===== src/rtl/vga_timing_pkg.sv =====
// Shared raster-timing types, default 640x480@60 constants and helpers for the TinyVGA tiles.
package vga_timing_pkg;

    localparam int POS_W     = 10;
    localparam int POS_LIMIT = 1 << POS_W;

    typedef struct packed {
        int display;
        int front;
        int sync;
        int back;
    } vga_timing_t;

    localparam vga_timing_t VGA_H_DEFAULT = '{display: 640, front: 16, sync: 96, back: 48};
    localparam vga_timing_t VGA_V_DEFAULT = '{display: 480, front: 10, sync: 2,  back: 33};

    function automatic int calc_total(input vga_timing_t t);
        return t.display + t.front + t.sync + t.back;
    endfunction

    function automatic bit timing_ok(input vga_timing_t t);
        return (t.display > 0) && (t.front > 0) && (t.sync > 0) && (t.back > 0)
            && (calc_total(t) <= POS_LIMIT);
    endfunction

endpackage


===== src/rtl/sync_axis_counter.sv =====
// One raster axis: wrapping position counter plus sync/active/at_end flags decoded from the
// next position, so the flags line up with the position presented in the same cycle.
module sync_axis_counter
    import vga_timing_pkg::*;
#(
    parameter int DISPLAY = 640,
    parameter int FRONT   = 16,
    parameter int SYNC    = 96,
    parameter int BACK    = 48,
    parameter bit POL     = 1'b0
) (
    input  logic             clk,
    input  logic             rst_n,
    input  logic             inc,
    output logic [POS_W-1:0] pos,
    output logic             sync,
    output logic             active,
    output logic             at_end
);

    localparam vga_timing_t CFG   = '{display: DISPLAY, front: FRONT, sync: SYNC, back: BACK};
    localparam int          TOTAL = calc_total(CFG);

    localparam logic [POS_W-1:0] LAST       = POS_W'(TOTAL - 1);
    localparam logic [POS_W-1:0] DISP_END   = POS_W'(DISPLAY);
    localparam logic [POS_W-1:0] SYNC_START = POS_W'(DISPLAY + FRONT);
    localparam logic [POS_W-1:0] SYNC_END   = POS_W'(DISPLAY + FRONT + SYNC);

    logic [POS_W-1:0] pos_q, pos_d;
    logic             sync_q, sync_d;
    logic             active_q, active_d;
    logic             at_end_q, at_end_d;

    always_comb begin
        // NOTE: default every always_comb output first so no path leaves it unassigned (no latch).
        pos_d = pos_q;
        if (inc) begin
            pos_d = at_end_q ? '0 : pos_q + 1'b1;
        end
        sync_d   = ((pos_d >= SYNC_START) && (pos_d < SYNC_END)) ? POL : ~POL;
        active_d = (pos_d < DISP_END);
        at_end_d = (pos_d == LAST);
    end

    // NOTE: sequential state uses non-blocking assignments so every register samples pre-edge values.
    always_ff @(posedge clk) begin
        if (!rst_n) begin
            pos_q    <= '0;
            sync_q   <= ~POL;
            active_q <= 1'b1;
            at_end_q <= 1'b0;
        end else begin
            pos_q    <= pos_d;
            sync_q   <= sync_d;
            active_q <= active_d;
            at_end_q <= at_end_d;
        end
    end

    assign pos    = pos_q;
    assign sync   = sync_q;
    assign active = active_q;
    assign at_end = at_end_q;

endmodule


===== src/rtl/vga_timing_gen.sv =====
// Raster timing generator: hsync/vsync/display_on, pixel coordinates, line/frame strobes and
// a frame counter, advancing one pixel per clock with ce high.
module vga_timing_gen
    import vga_timing_pkg::*;
#(
    parameter int H_DISPLAY  = VGA_H_DEFAULT.display,
    parameter int H_FRONT    = VGA_H_DEFAULT.front,
    parameter int H_SYNC     = VGA_H_DEFAULT.sync,
    parameter int H_BACK     = VGA_H_DEFAULT.back,
    parameter int V_DISPLAY  = VGA_V_DEFAULT.display,
    parameter int V_FRONT    = VGA_V_DEFAULT.front,
    parameter int V_SYNC     = VGA_V_DEFAULT.sync,
    parameter int V_BACK     = VGA_V_DEFAULT.back,
    parameter bit H_SYNC_POL = 1'b0,
    parameter bit V_SYNC_POL = 1'b0
) (
    input  logic             clk,
    input  logic             rst_n,
    input  logic             ce,
    output logic             hsync,
    output logic             vsync,
    output logic             display_on,
    output logic [POS_W-1:0] hpos,
    output logic [POS_W-1:0] vpos,
    output logic             line_end,
    output logic             frame_end,
    output logic [7:0]       frame_cnt
);

    localparam vga_timing_t H_CFG = '{display: H_DISPLAY, front: H_FRONT, sync: H_SYNC, back: H_BACK};
    localparam vga_timing_t V_CFG = '{display: V_DISPLAY, front: V_FRONT, sync: V_SYNC, back: V_BACK};

    if (!timing_ok(H_CFG) || !timing_ok(V_CFG)) begin : g_bad_timing
        $error("vga_timing_gen: every porch/sync/display must be nonzero and each total <= 1024");
    end

    logic h_active, h_at_end;
    logic v_active, v_at_end;
    logic v_inc;
    logic [7:0] frame_cnt_q, frame_cnt_d;

    assign v_inc = ce & h_at_end;

    sync_axis_counter #(
        .DISPLAY(H_DISPLAY), .FRONT(H_FRONT), .SYNC(H_SYNC), .BACK(H_BACK), .POL(H_SYNC_POL)
    ) u_h (
        .clk(clk), .rst_n(rst_n), .inc(ce),
        .pos(hpos), .sync(hsync), .active(h_active), .at_end(h_at_end)
    );

    sync_axis_counter #(
        .DISPLAY(V_DISPLAY), .FRONT(V_FRONT), .SYNC(V_SYNC), .BACK(V_BACK), .POL(V_SYNC_POL)
    ) u_v (
        .clk(clk), .rst_n(rst_n), .inc(v_inc),
        .pos(vpos), .sync(vsync), .active(v_active), .at_end(v_at_end)
    );

    // Strobes are qualified by rst_n so a reset landing on a wrap cycle never reports that wrap.
    assign line_end   = rst_n & ce & h_at_end;
    assign frame_end  = line_end & v_at_end;
    assign display_on = h_active & v_active;

    assign frame_cnt_d = frame_end ? frame_cnt_q + 8'd1 : frame_cnt_q;

    always_ff @(posedge clk) begin
        if (!rst_n) begin
            frame_cnt_q <= '0;
        end else begin
            frame_cnt_q <= frame_cnt_d;
        end
    end

    assign frame_cnt = frame_cnt_q;

endmodule

===== config.mk =====
export PLATFORM = sky130hd
export DESIGN_NAME = vga_timing_gen
export DESIGN_NICKNAME = d
export VERILOG_FILES = /design/src/rtl/vga_timing_pkg.sv /design/src/rtl/sync_axis_counter.sv /design/src/rtl/vga_timing_gen.sv
export SDC_FILE = /design/constraint.sdc
export NUM_CORES = 1
export LEC_CHECK = 0
export ABC_AREA = 1
export ABC_CLOCK_PERIOD_IN_PS = 2000
export BUFFER_PORTS_ARGS = -buffer_cell sky130_fd_sc_hd__buf_2
export CAP_MARGIN = 0
export CORE_ASPECT_RATIO = 0.5
export CORE_MARGIN = 2
export CORE_UTILIZATION = 56
export CTS_BUF_LIST = sky130_fd_sc_hd__clkbuf_4 sky130_fd_sc_hd__clkbuf_8
export DETAILED_ROUTE_END_ITERATION = 10
export MAX_ROUTING_LAYER = met4
export PLACE_DENSITY_LB_ADDON = 0.25
export SLEW_MARGIN = 10
export SYNTH_ARGS = -nofsm -noshare
export SYNTH_HDL_FRONTEND = slang
export SYNTH_SLANG_ARGS = --single-unit
export TNS_END_PERCENT = 5

===== constraint.sdc =====
create_clock -name clk -period 2 [get_ports clk]
set_clock_uncertainty 0.1 [all_clocks]
set_input_delay 0.1 -clock clk [delete_from_list [all_inputs] [get_ports clk]]
set_output_delay 0.1 -clock clk [all_outputs]
set_load 0.03 [all_outputs]

; ---- Word level (Yosys, flattened, before mapping)
; Cells that the tools add are included.
[classes]
eq_ne = 2
mux = 6
bitwise_logic = 5
reduce_logical = 2
add_sub_neg = 3
n_lt_le_gt_ge = 6
[ops]
columns = cell, n
row1 = 10-bit 2-to-1 mux, 4
row2 = 10-bit by 1-bit adder with 10-bit output (second input constant), 2
row3 = 10-bit == test (second input constant), 2
row4 = 10-bit less-than comparator (second input constant), 2
row5 = 10-bit by 9-bit less-than comparator with 1-bit output (second input constant), 2
row6 = 10-bit >= comparator (second input constant), 1
row7 = 10-bit by 9-bit >= comparator with 1-bit output (second input constant), 1
row8 = 8-bit by 1-bit adder with 8-bit output (second input constant), 1
row9 = 1-bit AND, 5
row10 = 1-bit logical AND, 2
row11 = 1-bit 2-to-1 mux, 2
[word_totals]
reg_bits = 34
out_inout_bits = 33
in_bits = 3
word_cells = 33

; ---- Logic depth before layout (Yosys ltp)
; Gate-level depths: netlist of run 1.
[depth]
ltp_word = 6
depth_mapped = 10
mapped_depth_nobuf = 10

; ---- Hierarchy
; A second synthesis of run 1 with hierarchy kept.
[hier_totals]
hier_cells = 278
area_unflattened_um2 = 1909.3
[by_module_without_submodules]
columns = module, area_per_inst_um2, cells_each, instances
row1 = sync_axis_counter (u_h), 740.7, 105, 1
row2 = sync_axis_counter (u_v), 706.9, 110, 1
row3 = vga_timing_gen, 461.7, 63, 1

; ---- Worst setup path after synthesis of run 1
; No wires, ideal clock.
[synth_timing]
kind = reg-to-reg
from = reg u_v.pos_q[0] (netlist: u_v.pos[0])
to = reg u_v.active_q (netlist: u_v.active)
t_arrival_ps = 1498
path_stages_with_launch = 11
setup_ps = 116
synth_period_minus_slack_ps = 1714
path_buffers = 0
path_slack_ps = 286
cell_sequence = dfxtp_1 > ha_1 > nand2_1 > nor2_1 > nand2_1 > nand2_1 > nand3_1 > nor2_1 > nand2_1 > nor2_1 > nor2_1
[synth_between]
elab_chain_len = 4
[synth_rtl]
columns = item, line
row1 = from (decl), sync_axis_counter.sv:29  ; logic [POS_W-1:0] pos_q, pos_d;
row2 = from (signal assigned), sync_axis_counter.sv:53  ; pos_q <= pos_d;
row3 = 10-bit by 1-bit adder with 10-bit output, sync_axis_counter.sv:38  ; pos_d = at_end_q ? '0 : pos_q + 1'b1;
row4 = 10-bit 2-to-1 mux, sync_axis_counter.sv:38
row5 = 10-bit 2-to-1 mux (*), sync_axis_counter.sv:37  ; if (inc) begin
row6 = 10-bit by 9-bit less-than comparator with 1-bit output (*), sync_axis_counter.sv:41  ; active_d = (pos_d < DISP_END);
row7 = to (signal assigned), sync_axis_counter.sv:55  ; active_q <= active_d;
row8 = to (decl), sync_axis_counter.sv:31  ; logic active_q, active_d;
; Every way passes the cells marked *; elsewhere a longest branch is shown, timed or not.
; A chain may end at the register's enable or synchronous reset.

; ---- Final worst setup path of run 1
; Ends and elaborated chain as after synthesis.

==> results of run 1 <==
-- through the flow --
step / std cells / hold WS (ns)
after floorplan: 271 / 0.117
after global placement: 342 / 0.312
after detailed placement: 342 / 0.318
after CTS: 350 / 0.0209
after global routing: 350 / 0.0494
final: 350 / 0.0357
-- cell usage in the layout (no fill, tap or decap) --
master	instances
nor3_4	1
clkinv_1	1
nand3_2	2
buf_4	1
nor2_2	2
inv_1	44
a211oi_2	1
nand4_1	7
nand3_1	36
o21ai_0	5
nor2_4	2
nand2_1	58
clkbuf_8	6
nor3b_1	1
inv_2	1
nor3_1	5
o21bai_1	1
bufinv_16	2
dfxtp_1	34
o22ai_1	1
buf_2	35
nand2_4	1
ha_1	3
a21oi_1	8
nor2_1	52
-- layout make-up --
cell class	instances	area (um^2)	area share [%]
Clock buffer	6	82.6	3.91
Timing Repair Buffer	36	183	8.66
Sequential cell	34	681	32.3
Tap cell	40	50.0	2.37
Inverter	46	173	8.19
Multi-Input combinational cell	186	881	41.8
Clock inverter	2	60.1	2.85
-- cell families (layout without fill, tap and decap cells) --
logic type,after synthesis,in the layout,share of synthesized area (%)
adders and majority gates,3,3,2.12
AOI/OAI and AO/OA,16,16,5.16
buffers and inverters,51,90,11.9
DFF,34,34,38.4
and+or+nand+nor,167,167,42.4
-- synth_stat cells (all sizes together) --
library cell / count
nand2: 59
nor2: 56
inv: 45
nand3: 38
dfxtp: 34
a21oi: 8
nand4: 7
nor3: 6
o21ai: 5
buf: 3
ha: 3
clkbuf: 2
a211oi: 1
clkinv: 1
nor3b: 1
o21bai: 1
o22ai: 1
-- routing by layer --
layer | part of all wire [%] | up-vias | global-route usage [%]
met4 | 0.20 | 0 | 5.48
met1 | 47 | 796 | 28.2
li1 | - | 923 | -
met5 | 0 | - | -
met3 | 5.8 | 2 | 6.10
met2 | 47 | 44 | 40.2
-- where the power goes --
group          internal [uW]  leakage [uW]  switching [uW]
registers                680      0.000274            3.21
logic                   11.0      0.000705            31.6
clock network            532     0.0000714             260
total                   1220       0.00105             294
-- worst max-delay path, delay by kind of cell, from the launching register on --
| kind | cells | cell delay, ns |
|---|---|---|
| simple gates | 9 | 0.89 |
| flops | 1 | 0.42 |
| fa+ha+maj | 1 | 0.22 |
-- worst min path at each step --
stage	start	cells past startpoint	endpoint
2_1_floorplan	rst_n	2	u_v.pos[1]
3_3_place_gp	rst_n	2	u_h.active
3_5_place_dp	rst_n	2	u_h.active
4_1_cts	rst_n	2	u_h.active
5_1_grt	rst_n	2	u_h.active
6_report	rst_n	2	u_h.active
-- registers in the layout, indices dropped and copies added (netlist names) --
signal and cells:
u_h.active 1, u_v.at_end 1, u_v.sync 1, u_h.at_end 1, u_h.sync 1, u_v.active 1
frame_cnt 8, u_v.pos 10, u_h.pos 10
==> summary.md, run 1 <==
| Metric | Value |
|---|---|
| Largest net degree at the start of global routing | `18` |
| Setup slack, reg-to-reg | `0.27 ns` |
| Die Wd | `approximately 84 um` |
| 1st-iter DRT viols | `67` |
| Top area cells in the synthesized netlist | `dfxtp_1 38%, nand2_1 12%, nor2_1 11%, nand3_1 10%, inv_1 9.3%` |
| Initial Util | `about 59%` |
| TritonRoute pass-1 iters | `4` |
| Vias | `about 1,800` |
| RSZ-0062 raised after global routing | `false` |
| Postcts setup bufs | `0` |
| Yosys top cell by area | `dfxtp_1` |
| Crit-path max cell delay | `~0.42 ns` |
| Synthesized flop and latch total | `34` |
| Critical-path top delay cell | `dfxtp_1` |
| Final setup vio count | `0` |
| Post-synthesis sequential area ratio | `between 30 and 40%` |
| CP endpoint kind | `register` |
| Number of H-tree levels | `2` |
| First-pass GRT wire length | `6.58 mm` |
| Clk buf depth | `2` |
| Antenna Cells | `0` |
| Final Cycle Share | `86.4%` |
| Crit Reg-Reg Startpoint | `u_v.pos[0]` |
| WS Path Type | `reg -> reg` |
| Final net count | `315` |
| Crit-path max FO | `6` |
| Fillers | `~260` |
| # hold bufs at CTS | `0` |
| TNS Setup | `0 ns` |
| Pleak | `0.00105 uW` |
| Final Power | `about 1500 uW` |
| Synth Warn # | `0` |
| Cells after synthesis | `about 270` |
| Worst setup margin | `about 0.27 ns` |
| Layout area overhead | `19.1%` |
| Resized Gates After CTS | `0` |
| Worst min path class | `in -> reg` |
| Final Wtd Congestion | `around 0.86` |
| Cell row count | `14` |
| Max Freq | `579 MHz` |
| Die Area | `3660 um^2` |
| Arr. time, crit path | `1.81 ns` |
| WL per Instance | `roughly 12 um` |
| Initial antenna violation count | `0` |
| Final slew viol count | `0` |
| Final Hold Viols | `0` |
| Post-synthesis net count | `between 200 and 300` |
| Worst setup slack after placement | `0.339 ns` |
| GRT Resource Usage Total | `23.3%` |
| Worst-path clk slew | `about 0.070 ns` |
| Cell Area, Synth | `around 1800 um^2` |
| Worst slew pin tran | `roughly 0.28 ns` |
| Pwr Density | `roughly 700 nW/um^2` |
| Skew-Pair Late Insertion Delay | `about 0.29 ns` |
| Slew Limit Headroom | `about four fifths` |
| Critical path required time | `approximately 2.1 ns` |
| Clock sinks | `34` |
| # port buffers | `35` |
| Status | `complete, no violations` |
| CTS tree | `built` |
| Worst path cell trace | `ha_1 > nand2_1 > nor2_1 > nand2_1 > nand2_1 > nand3_1 > nor2_1 > nand2_1 > nor2_1 > nor2_1` |
| TritonCTS Buffers | `5` |
| Crit start category | `register` |
| Worst-case vdd ir drop | `0.428 mV` |
| R2R depth | `10` |
| Ports | `36` |
| Final Util | `70.0%` |
| CP startpoint | `u_v.pos[0]` |
| DRC | `0` |
| Final min period | `roughly 1.7 ns` |
| Synth cell types | `25` |
| Root Driver | `clkbuf_8` |
| Vias per cell | `a little over 5` |
| Syn Area/Cell | `6.54 um^2` |
| Max-Cap Viols | `0` |
| Core ar. | `around 3000 um^2` |
| Final instance area | `between 2000 and 2500 um^2` |
| DP Area | `approximately 2000 um^2` |
| Detailed Place HPWL | `2.88 mm` |
| Vert. Die Dim | `between 40 and 50 um` |
| Antenna-violating nets left | `0` |
| Final wirelength | `approximately 4 mm` |
| Layout cells sized above 1 | `around 17%` |
| Share of the synthesized area in the top cell type | `~38%` |
| GR Overflow Total | `0` |
| R2R Path End | `u_v.active` |
| Number of global-route vias before repair | `1,556` |
| Worst setup path endpoint | `u_v.active` |
No activity file was read; power rests on OpenSTA's default activity.
==> inputs of run 2 (changes only) <==
CORE_ASPECT_RATIO = 1.75   (was 0.5)
CORE_UTILIZATION = 45   (was 56)
CTS_CLUSTER_SIZE = 16   (was default)
==> run 2 against run 1 <==
Final cell count is 2.3% higher. Combinational power increased by 1%. Worst setup slack better by 0.013 ns. Power decreased by 18%. Die area rose by 22%. Clock-buffer cell count did not move. Register-to-register slack barely moved. Global-route usage is 1.9 points lower. Clock power is 35% lower.
==> summary.md, run 2 (synthesis gave the netlist of run 1 again) <==
| Metric | Value |
|---|---|
| R2R depth | `10 (unchanged)` |
| Slew Limit Headroom | `82.3% (+1.1 points)` |
| Initial antenna violation count | `0 (unchanged)` |
| Arr. time, crit path | `1.80 ns (about the same)` |
| TNS Setup | `0 ns (unchanged)` |
| Final Hold Viols | `0 (unchanged)` |
| Critical-path top delay cell | `dfxtp_1` |
| Die Area | `4470 um^2 (+22%)` |
| Initial Util | `46.3% (-13 points)` |
| CTS tree | `built` |
| Vias per cell | `4.87 (-3.5%)` |
| Fillers | `409 (+55%)` |
| Crit start category | `register` |
| Vias | `1,742 (-1.3%)` |
| Pwr Density | `598 nW/um^2 (-17%)` |
| GR Overflow Total | `0 (unchanged)` |
| Worst-case vdd ir drop | `0.510 mV (+19%)` |
| Final Cycle Share | `85.8% (-0.63 points)` |
| Most frequent cells in the layout | `58 x nand2_1, 52 x nor2_1, 44 x inv_1` |
| Switching Share | `22.8% (+3.4 points)` |
| Pleak | `0.00103 uW (-1.7%)` |
| Max Freq | `583 MHz (+0.73%)` |
| Internal power | `958 uW (-22%)` |
| Status | `complete, no violations` |
| Clk pwr share | `41.4% (-11 points)` |
| Clock sinks | `34 (unchanged)` |
| Core ar. | `3830 um^2 (+27%)` |
| Final wirelength | `4.03 mm (+0.12%)` |
| Hold_ws | `0.0148 ns (-0.0209 ns)` |
| Combinational share of power | `3.5% (+0.7 points)` |
| WL per Instance | `11.3 um (-2.1%)` |
| Crit Reg-Reg Startpoint | `u_v.pos[0]` |
| First-pass GRT wire length | `7.00 mm (+6.4%)` |
| Postcts setup bufs | `0 (unchanged)` |
| Worst setup slack after placement | `0.277 ns (-0.0615 ns)` |
| # hold bufs at CTS | `0 (unchanged)` |
| CP startpoint | `u_v.pos[0]` |
| Worst path cell trace | `ha_1 > nand2_1 > nor2_1 > nand2_1 > nand2_1 > nand3_1 > nor2_1 > nand2_1 > nor2_1 > nor2_1` |
| TritonRoute pass-1 iters | `4 (unchanged)` |
| Final net count | `317 (+0.63%)` |
| Reg area | `681 um^2 (unchanged)` |
| Final cell count without fillers | `358 (+2.3%)` |
| Clk buf depth | `2 (unchanged)` |
| Crit-path max cell delay | `0.41 ns (about the same)` |
| Multi-input gate area | `881 um^2 (unchanged)` |
| Final slew viol count | `0 (unchanged)` |
| Root Driver | `clkbuf_8` |
| Number of global-route vias before repair | `1,700 (+9.3%)` |
| Vert. Die Dim | `87.0 um (+99%)` |
| Worst setup path endpoint | `u_v.active` |
| Cell row count | `30 (+16)` |
| Antenna-violating nets left | `0 (unchanged)` |
| Antenna Cells | `0 (unchanged)` |
| Worst slew pin tran | `0.263 ns (-0.0191 ns)` |
| CP endpoint kind | `register` |
| Layout cells sized above 1 | `17.4% (unchanged)` |
| Final Wtd Congestion | `0.830 (-3.5%)` |
| Switching pwr | `283 uW (-3.9%)` |
| Worst-path clk slew | `0.07 ns (about the same)` |
| Commonest non-fill, non-tap cell in the layout | `nand2_1` |
| Worst setup margin | `0.285 ns (+0.0126 ns)` |
| Ports | `36 (unchanged)` |
| GRT Resource Usage Total | `21.4% (-1.9 points)` |
| # port buffers | `35 (unchanged)` |
| Skew-Pair Late Insertion Delay | `0.29 ns (about the same)` |
| Die Wd | `51.4 um (-38%)` |
| Final setup vio count | `0 (unchanged)` |
| WS Path Type | `reg -> reg` |
| 1st-iter DRT viols | `57 (-15%)` |
| Number of H-tree levels | `2 (unchanged)` |
| Final min period | `1.72 ns (-0.0126 ns)` |
| Sequential Power Share | `55.1% (+10 points)` |
| Resized Gates After CTS | `0 (unchanged)` |
| RSZ-0062 raised after global routing | `false` |
| Layout area overhead | `17.1%` |
| R2R Path End | `u_v.active` |
| DRC | `0 (unchanged)` |
| Cells after DPL | `352 (+2.9%)` |
| Detailed Place HPWL | `3.19 mm (+11%)` |
| TritonCTS Buffers | `5 (unchanged)` |
| Critical path required time | `2.08 ns (about the same)` |
| Largest net degree at the start of global routing | `18 (unchanged)` |
| Worst min path class | `in -> reg` |
| Crit-path max FO | `6 (unchanged)` |
| Max-Cap Viols | `0 (unchanged)` |
| Setup slack, reg-to-reg | `0.28 ns (about the same)` |
[run 2: power by group through the flow]
stage                     Combinational, uW  Clock, uW  Sequential [uW]
after detailed placement               43.5          0              699
final                                  43.2        514              683
after CTS                              43.5        519              683
after floorplan                        24.5          0              704
after global routing                   47.7        540              684
after global placement                 42.9          0              698
[run 2: routing by layer]
| layer | share of wire, % | wire (um) | up-vias | track usage (%) |
|---|---|---|---|---|
| li1 | - | - | 935 | - |
| met1 | 40 | 1600 | 765 | 20.4 |
| met4 | 3.2 | 127 | 0 | 12.0 |
| met5 | 0 | 0 | - | - |
| met3 | 3.1 | 126 | 11 | 4.12 |
| met2 | 54 | 2180 | 31 | 38.9 |
[run 2: worst max-delay path: cells and delay by family, from the launching register on]
kind	cells	cell delay, ns
adder cells (fa/ha/maj)	1	0.22
flip-flops	1	0.41
AND/OR/NAND/NOR	9	0.88
[run 2: per-stage QoR]
step | cell area [um^2] | total power [uW] | util, %
4_1_cts | 2070 | 1250 | 54.2
2_1_floorplan | 1770 | 729 | -
5_1_grt | 2070 | 1270 | 54.2
6_report | 2070 | 1240 | 54.2
3_5_place_dp | 1990 | 742 | 52.0
3_3_place_gp | 1990 | 741 | 52.0
[run 2: worst min path at each step]
stage,start,endpoint,slack (ns),cells after the start
6_report,rst_n,u_h.active,0.01,2
2_1_floorplan,rst_n,u_v.pos[1],0.12,2
4_1_cts,rst_n,u_h.active,0.02,2
5_1_grt,rst_n,u_h.active,0.02,2
3_3_place_gp,rst_n,u_h.active,0.32,2
3_5_place_dp,rst_n,u_h.active,0.32,2
[run 2: layout make-up]
class,instances,share of cell area [%]
Timing Repair Buffer,38,9.53
Tap cell,48,2.90
Inverter,46,8.32
Multi-Input combinational cell,186,42.5
Sequential cell,34,32.8
Clock buffer,6,3.98
